--- src/rtl/qsys_serial_responder_if.sv ---
// Qsys serial responder bus bundle: host serial link pins plus the local
// register port.
//   slave  modport : responder view (drives sdo/srdy, register strobes, error pulses)
//   master modport : environment view (drives sdi/sle, reg_readdata/reg_ack)
interface qsys_serial_responder_if #(
  parameter int unsigned ADDR_W = 8
);
  logic              sdi;
  logic              sle;
  logic              sdo;
  logic              srdy;
  logic [ADDR_W-1:0] reg_address;
  logic [31:0]       reg_writedata;
  logic              reg_write;
  logic              reg_read;
  logic [31:0]       reg_readdata;
  logic              reg_ack;
  logic              frame_err;
  logic              timeout_err;

  modport slave (
    input  sdi, sle, reg_readdata, reg_ack,
    output sdo, srdy, reg_address, reg_writedata, reg_write, reg_read,
           frame_err, timeout_err
  );

  modport master (
    output sdi, sle, reg_readdata, reg_ack,
    input  sdo, srdy, reg_address, reg_writedata, reg_write, reg_read,
           frame_err, timeout_err
  );
endinterface

--- src/rtl/qsys_serial_responder.sv ---
// Device-end responder for the Qsys serial link.
// Deserialises request frames (R/W, 32-bit address, 32-bit data, MSB first)
// from sdi/sle, performs the access on the local register port, then answers
// with srdy (1 cycle for writes, 32 cycles for reads with sdo carrying the
// read data MSB first).
// Ports:
//   csi_MCLK_clk   : link/system clock
//   rsi_MRST_reset : synchronous active-high reset
//   bus (slave)    : sdi, sle, sdo, srdy, reg_address, reg_writedata,
//                    reg_write, reg_read, reg_readdata, reg_ack,
//                    frame_err, timeout_err
// Build option: define SERIAL_PARITY_EN for a 66-bit frame whose last bit is
// odd parity over the preceding 65 bits.
module qsys_serial_responder #(
  parameter int unsigned ADDR_W   = 8,
  parameter int unsigned TIMEOUT  = 255,
  parameter logic [31:0] ERR_DATA = 32'hDEADBEEF
) (
  input logic                    csi_MCLK_clk,
  input logic                    rsi_MRST_reset,
  qsys_serial_responder_if.slave bus
);

`ifdef SERIAL_PARITY_EN
  localparam int unsigned PB = 1;
`else
  localparam int unsigned PB = 0;
`endif
  localparam int unsigned FRAME_W = 65 + PB;
  localparam int unsigned SR_W    = FRAME_W - 1;
  localparam int unsigned CW      = 7;
  localparam int unsigned TW      = $clog2(TIMEOUT + 1);

  typedef enum logic [2:0] {SYNC, IDLE, SHIFT, EXEC, RESP, DRAIN} state_t;

  state_t            state;
  logic [SR_W-1:0]   sr;
  logic [CW-1:0]     cnt;
  logic [TW-1:0]     tcnt;
  logic [4:0]        bcnt;
  logic [31:0]       rdata;
  logic              is_wr;

  // Fields of the frame completing this cycle: sr holds all earlier bits,
  // sdi carries the final bit.
  logic              f_rw;
  logic [ADDR_W-1:0] f_addr;
  logic [31:0]       f_data;
  assign f_rw   = sr[63+PB];
  assign f_addr = sr[31+PB +: ADDR_W];
`ifdef SERIAL_PARITY_EN
  assign f_data = sr[31:0];
  logic parity_ok;
  assign parity_ok = ^{sr, bus.sdi};
`else
  assign f_data = {sr[30:0], bus.sdi};
`endif

  // Frame receive, local access, and serial response sequencing.
  always_ff @(posedge csi_MCLK_clk) begin
    if (rsi_MRST_reset) begin
      state             <= SYNC;
      sr                <= '0;
      cnt               <= '0;
      tcnt              <= '0;
      bcnt              <= '0;
      rdata             <= '0;
      is_wr             <= 1'b0;
      bus.sdo           <= 1'b0;
      bus.srdy          <= 1'b0;
      bus.reg_address   <= '0;
      bus.reg_writedata <= '0;
      bus.reg_write     <= 1'b0;
      bus.reg_read      <= 1'b0;
      bus.frame_err     <= 1'b0;
      bus.timeout_err   <= 1'b0;
    end else begin
      bus.frame_err   <= 1'b0;
      bus.timeout_err <= 1'b0;
      case (state)
        // Never lock on mid-frame: require a quiet sle first.
        SYNC: if (!bus.sle) state <= IDLE;

        IDLE: begin
          if (bus.sle) begin
            sr    <= {sr[SR_W-2:0], bus.sdi};
            cnt   <= CW'(1);
            state <= SHIFT;
          end
        end

        SHIFT: begin
          if (!bus.sle) begin
            bus.frame_err <= 1'b1;
            state         <= IDLE;
          end else begin
            sr  <= {sr[SR_W-2:0], bus.sdi};
            cnt <= cnt + CW'(1);
            if (cnt == CW'(FRAME_W - 1)) begin
              is_wr             <= f_rw;
              bus.reg_address   <= f_addr;
              bus.reg_writedata <= f_data;
              tcnt              <= '0;
`ifdef SERIAL_PARITY_EN
              if (!parity_ok) begin
                // Bad parity: skip the local access, answer as if timed out.
                bus.frame_err <= 1'b1;
                bus.srdy      <= 1'b1;
                bus.sdo       <= f_rw ? 1'b0 : ERR_DATA[31];
                rdata         <= {ERR_DATA[30:0], 1'b0};
                bcnt          <= '0;
                state         <= RESP;
              end else begin
                bus.reg_write <= f_rw;
                bus.reg_read  <= ~f_rw;
                state         <= EXEC;
              end
`else
              bus.reg_write <= f_rw;
              bus.reg_read  <= ~f_rw;
              state         <= EXEC;
`endif
            end
          end
        end

        EXEC: begin
          if (bus.reg_ack) begin
            bus.reg_write <= 1'b0;
            bus.reg_read  <= 1'b0;
            bus.srdy      <= 1'b1;
            bus.sdo       <= is_wr ? 1'b0 : bus.reg_readdata[31];
            rdata         <= {bus.reg_readdata[30:0], 1'b0};
            bcnt          <= '0;
            state         <= RESP;
          end else if (tcnt == TW'(TIMEOUT - 1)) begin
            bus.reg_write   <= 1'b0;
            bus.reg_read    <= 1'b0;
            bus.timeout_err <= 1'b1;
            bus.srdy        <= 1'b1;
            bus.sdo         <= is_wr ? 1'b0 : ERR_DATA[31];
            rdata           <= {ERR_DATA[30:0], 1'b0};
            bcnt            <= '0;
            state           <= RESP;
          end else begin
            tcnt <= tcnt + TW'(1);
          end
        end

        // rdata holds the not-yet-sent bits left-aligned.
        RESP: begin
          if (is_wr || bcnt == 5'd31) begin
            bus.srdy <= 1'b0;
            bus.sdo  <= 1'b0;
            state    <= DRAIN;
          end else begin
            bcnt    <= bcnt + 5'd1;
            bus.sdo <= rdata[31];
            rdata   <= {rdata[30:0], 1'b0};
          end
        end

        DRAIN: if (!bus.sle) state <= IDLE;

        default: state <= SYNC;
      endcase
    end
  end

endmodule

--- src/flat_wrapper.sv ---
// flat-port wrapper written by rule: the top's interface ports become plain ports
module qsys_serial_responder_flat 
#(
  parameter int unsigned ADDR_W   = 8,
  parameter int unsigned TIMEOUT  = 255,
  parameter logic [31:0] ERR_DATA = 32'hDEADBEEF
)
  (csi_MCLK_clk, rsi_MRST_reset, bus_sdi, bus_sle, bus_reg_readdata, bus_reg_ack, bus_sdo, bus_srdy, bus_reg_address, bus_reg_writedata, bus_reg_write, bus_reg_read, bus_frame_err, bus_timeout_err);
  qsys_serial_responder_if #(.ADDR_W(ADDR_W)) bus_i ();
  input logic csi_MCLK_clk;
  input logic rsi_MRST_reset;
  input wire logic [$bits(bus_i.sdi)-1:0] bus_sdi;
  input wire logic [$bits(bus_i.sle)-1:0] bus_sle;
  input wire logic [$bits(bus_i.reg_readdata)-1:0] bus_reg_readdata;
  input wire logic [$bits(bus_i.reg_ack)-1:0] bus_reg_ack;
  output wire logic [$bits(bus_i.sdo)-1:0] bus_sdo;
  output wire logic [$bits(bus_i.srdy)-1:0] bus_srdy;
  output wire logic [$bits(bus_i.reg_address)-1:0] bus_reg_address;
  output wire logic [$bits(bus_i.reg_writedata)-1:0] bus_reg_writedata;
  output wire logic [$bits(bus_i.reg_write)-1:0] bus_reg_write;
  output wire logic [$bits(bus_i.reg_read)-1:0] bus_reg_read;
  output wire logic [$bits(bus_i.frame_err)-1:0] bus_frame_err;
  output wire logic [$bits(bus_i.timeout_err)-1:0] bus_timeout_err;
  assign bus_i.sdi = bus_sdi;
  assign bus_i.sle = bus_sle;
  assign bus_i.reg_readdata = bus_reg_readdata;
  assign bus_i.reg_ack = bus_reg_ack;
  assign bus_sdo = bus_i.sdo;
  assign bus_srdy = bus_i.srdy;
  assign bus_reg_address = bus_i.reg_address;
  assign bus_reg_writedata = bus_i.reg_writedata;
  assign bus_reg_write = bus_i.reg_write;
  assign bus_reg_read = bus_i.reg_read;
  assign bus_frame_err = bus_i.frame_err;
  assign bus_timeout_err = bus_i.timeout_err;
  qsys_serial_responder #(.ADDR_W(ADDR_W), .TIMEOUT(TIMEOUT), .ERR_DATA(ERR_DATA)) u_core (.csi_MCLK_clk(csi_MCLK_clk), .rsi_MRST_reset(rsi_MRST_reset), .bus(bus_i));
endmodule
--- config.mk ---
export PLATFORM = sky130hd
export DESIGN_NAME = qsys_serial_responder_flat
export DESIGN_NICKNAME = d
export VERILOG_FILES = /design/src/rtl/qsys_serial_responder_if.sv /design/src/rtl/qsys_serial_responder.sv /design/src/flat_wrapper.sv
export SDC_FILE = /design/constraint.sdc
export NUM_CORES = 1
export LEC_CHECK = 0
export CAP_MARGIN = 0
export CORE_MARGIN = 5
export CORE_UTILIZATION = 35
export DETAILED_ROUTE_END_ITERATION = 10
export GPL_TIMING_DRIVEN = 0
export PLACE_DENSITY_LB_ADDON = 0.25
export SYNTH_ARGS = -nofsm -noshare
export SYNTH_HDL_FRONTEND = slang
export SYNTH_SLANG_ARGS = --single-unit
--- constraint.sdc ---
create_clock -name csi_MCLK_clk -period 2.9 [get_ports csi_MCLK_clk]
set_clock_uncertainty 0.1 [all_clocks]
set_input_delay 0.58 -clock csi_MCLK_clk [delete_from_list [all_inputs] [get_ports csi_MCLK_clk]]
set_output_delay 0.58 -clock csi_MCLK_clk [all_outputs]
set_load 0.05 [all_outputs]
==> metrics.txt, run 1 <==
maximum vdd drop=between 0.4 and 0.5 mV; worst setup path start=bus_reg_ack; Port Buffers=a little over 80; DRT met1 WL=8.23 mm; HPWL after detailed placement=12.0 mm; Initial Util=35.6%; vias in the first global route=5568; Final Max Slew Viols=0; synthesis warning total=0; met2 WL=just under 8 mm; FF-to-FF Start=u_core.bcnt[0]; outcome=finished, final reports clean; RSZ-0062 raised after global routing=no; Crit path required time=3150 ps; most common flop cell mapped by yosys=dfxtp_1; I/O Pins=between 80 and 90; worst slew pin tran=~740 ps; kind of critical path=input port to flip-flop; EDFF count, synth=0; Final TNS setup=0 ps; Crit Path Max Fanout=10; Avg WL per Cell=14.5 µm; post-placement cell count=1156; drt pass-1 iters=5; area grow syn2layout=25.1%; Resized Gates After CTS=0; first-pass GRT wire length=approximately 28 mm; CTS buffer count=17; CTS Root Cell=clkbuf_16; Max transition margin=50.5%; Critical Path AT=between 2000 and 3000 ps; layout cell share with drive strength beyond 1=10.2%; Worst-Skew Late Latency=between 400 and 500 ps; Synth Instances=810; Total GRT Usage=15.6%; count of cell types in the netlist=55; Final period util=about 86%; Nets=953; Setup Viol. Count Final=0; final hold vios=0; Worst setup EP type=flip-flop; PwrDens=684 nW/µm²; vias per inst=4.98; die width=roughly 150 µm; part of the Yosys area used for sequential elements=47.7%; Max clock buf depth=2; Antenna Cells=0; met3 WL post-DR=733 µm; routability cong.=0.811; final std cells w/o fill=roughly 1200; # DRC=0; Avg Cell Area, Syn=between 8 and 9 µm²; DRT iter0 DRCs=between 400 and 500; ys async rst share=0%; clock tree from TritonCTS=yes; FF-to-FF End=u_core.rdata[18]; fill count=between 1500 and 2000; Setup Buffers After CTS=0; most common cell after layout, fill and taps aside=dfxtp_1; # clock sinks=around 170; gr ovfl total=0; max-cap violation count=0; Die Ht=151 µm; initial antenna violation count=1; Hold-fix buffers, CTS=0; Max Used Layer=met5; largest net degree at the start of global routing=17; Routed WL=17.2 mm; Net Count, Synth=853; reg-to-reg setup timing slack=roughly 420 ps; clk slew on worst S/H paths=70 ps; max frequency=just over 0.4 GHz; worst-case reg-to-reg path depth=8; full die area=22700 µm²; min cycle time layout=2490 ps; Core ar.=a little under 20000 µm²; H-Tree Depth=4; Setup crit end=u_core.rdata[27]; Leak=3.22 nW; row count=51; worst hold path class=input port to flip-flop; Critical Path Start Type=input port; flops & latches, synth=165; Post-DRT Antenna Nets=0; most frequent cells in the layout=165 x dfxtp_1, 155 x nand2_1, 114 x a21oi_1; via count=~5900; Cell Area, Synth=6920 µm²
[synthesized netlist by cell type (3+ instances only)]
cell	instances	area share, %
a311oi_1	10	1.3
nand2_1	155	8.4
inv_1	8	0.43
buf_2	25	1.8
o32ai_1	3	0.38
ha_1	6	1.1
nor3_1	3	0.22
o21ai_0	32	2.3
nand2b_1	23	2.1
o31ai_1	3	0.33
mux2i_1	43	6.2
buf_4	3	0.33
mux2_2	23	3.7
nand3_1	43	3.1
nor2_1	57	3.1
nand4_1	3	0.27
dfxtp_1	165	48
clkbuf_1	32	1.7
buf_6	3	0.49
a21oi_1	114	8.2
a31oi_1	5	0.45
or4_1	5	0.54
and3_1	3	0.27
[through the flow]
stage | setup WS (ps) | cell area (µm²) | util (%) | power [mW] | hold slack [ps]
global route | 261 | 8660 | 44.5 | 6.22 | 336
CTS | 462 | 8660 | 44.5 | 5.99 | 318
global placement | 63.8 | 8070 | 41.4 | 3.69 | 340
floorplan | 916 | 6920 | - | 3.38 | 332
detailed placement | 14.5 | 8070 | 41.4 | 3.69 | 345
finish | 413 | 8660 | 44.5 | 5.92 | 338
[power breakdown]
| part | leakage, nW | switching [mW] | total, mW | internal [mW] |
|---|---|---|---|---|
| Combinational | 1.60 | 0.673 | 1.13 | 0.452 |
| Clock | 0.288 | 0.979 | 2.28 | 1.30 |
| Sequential | 1.33 | 0.0965 | 2.52 | 2.43 |
[routing by layer]
| layer | up-vias | global-route usage (%) |
|---|---|---|
| met2 | 109 | 24.3 |
| met1 | 2777 | 21.0 |
| met3 | 21 | 3.70 |
| met5 | - | 0 |
| met4 | 2 | 5.80 |
| li1 | 3002 | - |
[worst max-delay path, cell delays in order]
cell             delay [ps]
clkdlybuf4s50_1         630
and4bb_1                420
o21a_1                  380
clkbuf_1                410
o21ai_0                 170
a21oi_1                 140
[worst min path at each step]
stage | endpoint | cells after the start | from | slack [ps]
6_report | u_core.bus.frame_err | 2 | bus_sle | 340
5_1_grt | u_core.bus.frame_err | 2 | bus_sle | 340
4_1_cts | u_core.bus.frame_err | 2 | bus_sle | 320
3_5_place_dp | u_core.sr[55] | 2 | u_core.sr[55] | 340
3_3_place_gp | u_core.sr[50] | 2 | u_core.sr[50] | 340
2_1_floorplan | u_core.sr[40] | 2 | u_core.sr[40] | 330
[flip-flops by register name, indices dropped and copies added, names as in the netlist, 3 cells and up]
signal	flops
u_core.sr	64
u_core.bus.reg_address	8
u_core.rdata	31
u_core.state	3
u_core.cnt	7
u_core.tcnt	8
u_core.bus.reg_writedata	32
u_core.bcnt	5
[final cells by class]
type,count,area [µm²],share of cell area (%)
plain buffers,63,302,3.48
clock inverters,14,166,1.92
well taps,265,332,3.83
clock buffers,18,429,4.95
repair buffers,81,811,9.36
inverters,8,30.0,0.347
flip-flops and latches,165,3300,38.1
multi-input cells,574,3290,38.0
[kinds of logic after synthesis]
family / Yosys count / share of synthesized area, %
adder cells (fa/ha/maj): 6 / 1.08
XOR/XNOR: 1 / 0.127
flip-flops: 165 / 47.7
AO/OA/AOI/OAI: 186 / 15.1
multiplexers: 66 / 9.96
buffers and inverters: 71 / 4.79
AND/OR/NAND/NOR: 315 / 21.2
Power figures use the tool's default switching activity.
==> run 2, diff against run 1 <==
--- a/config.mk
+++ b/config.mk
@@ -5,7 +5,6 @@
 export SDC_FILE = /design/constraint.sdc
 export NUM_CORES = 1
 export LEC_CHECK = 0
-export CAP_MARGIN = 0
 export CORE_MARGIN = 5
 export CORE_UTILIZATION = 35
 export DETAILED_ROUTE_END_ITERATION = 10
==> results of run 2 <==
Same layout as run 1: the final DEF is identical, and so are final timing and power.
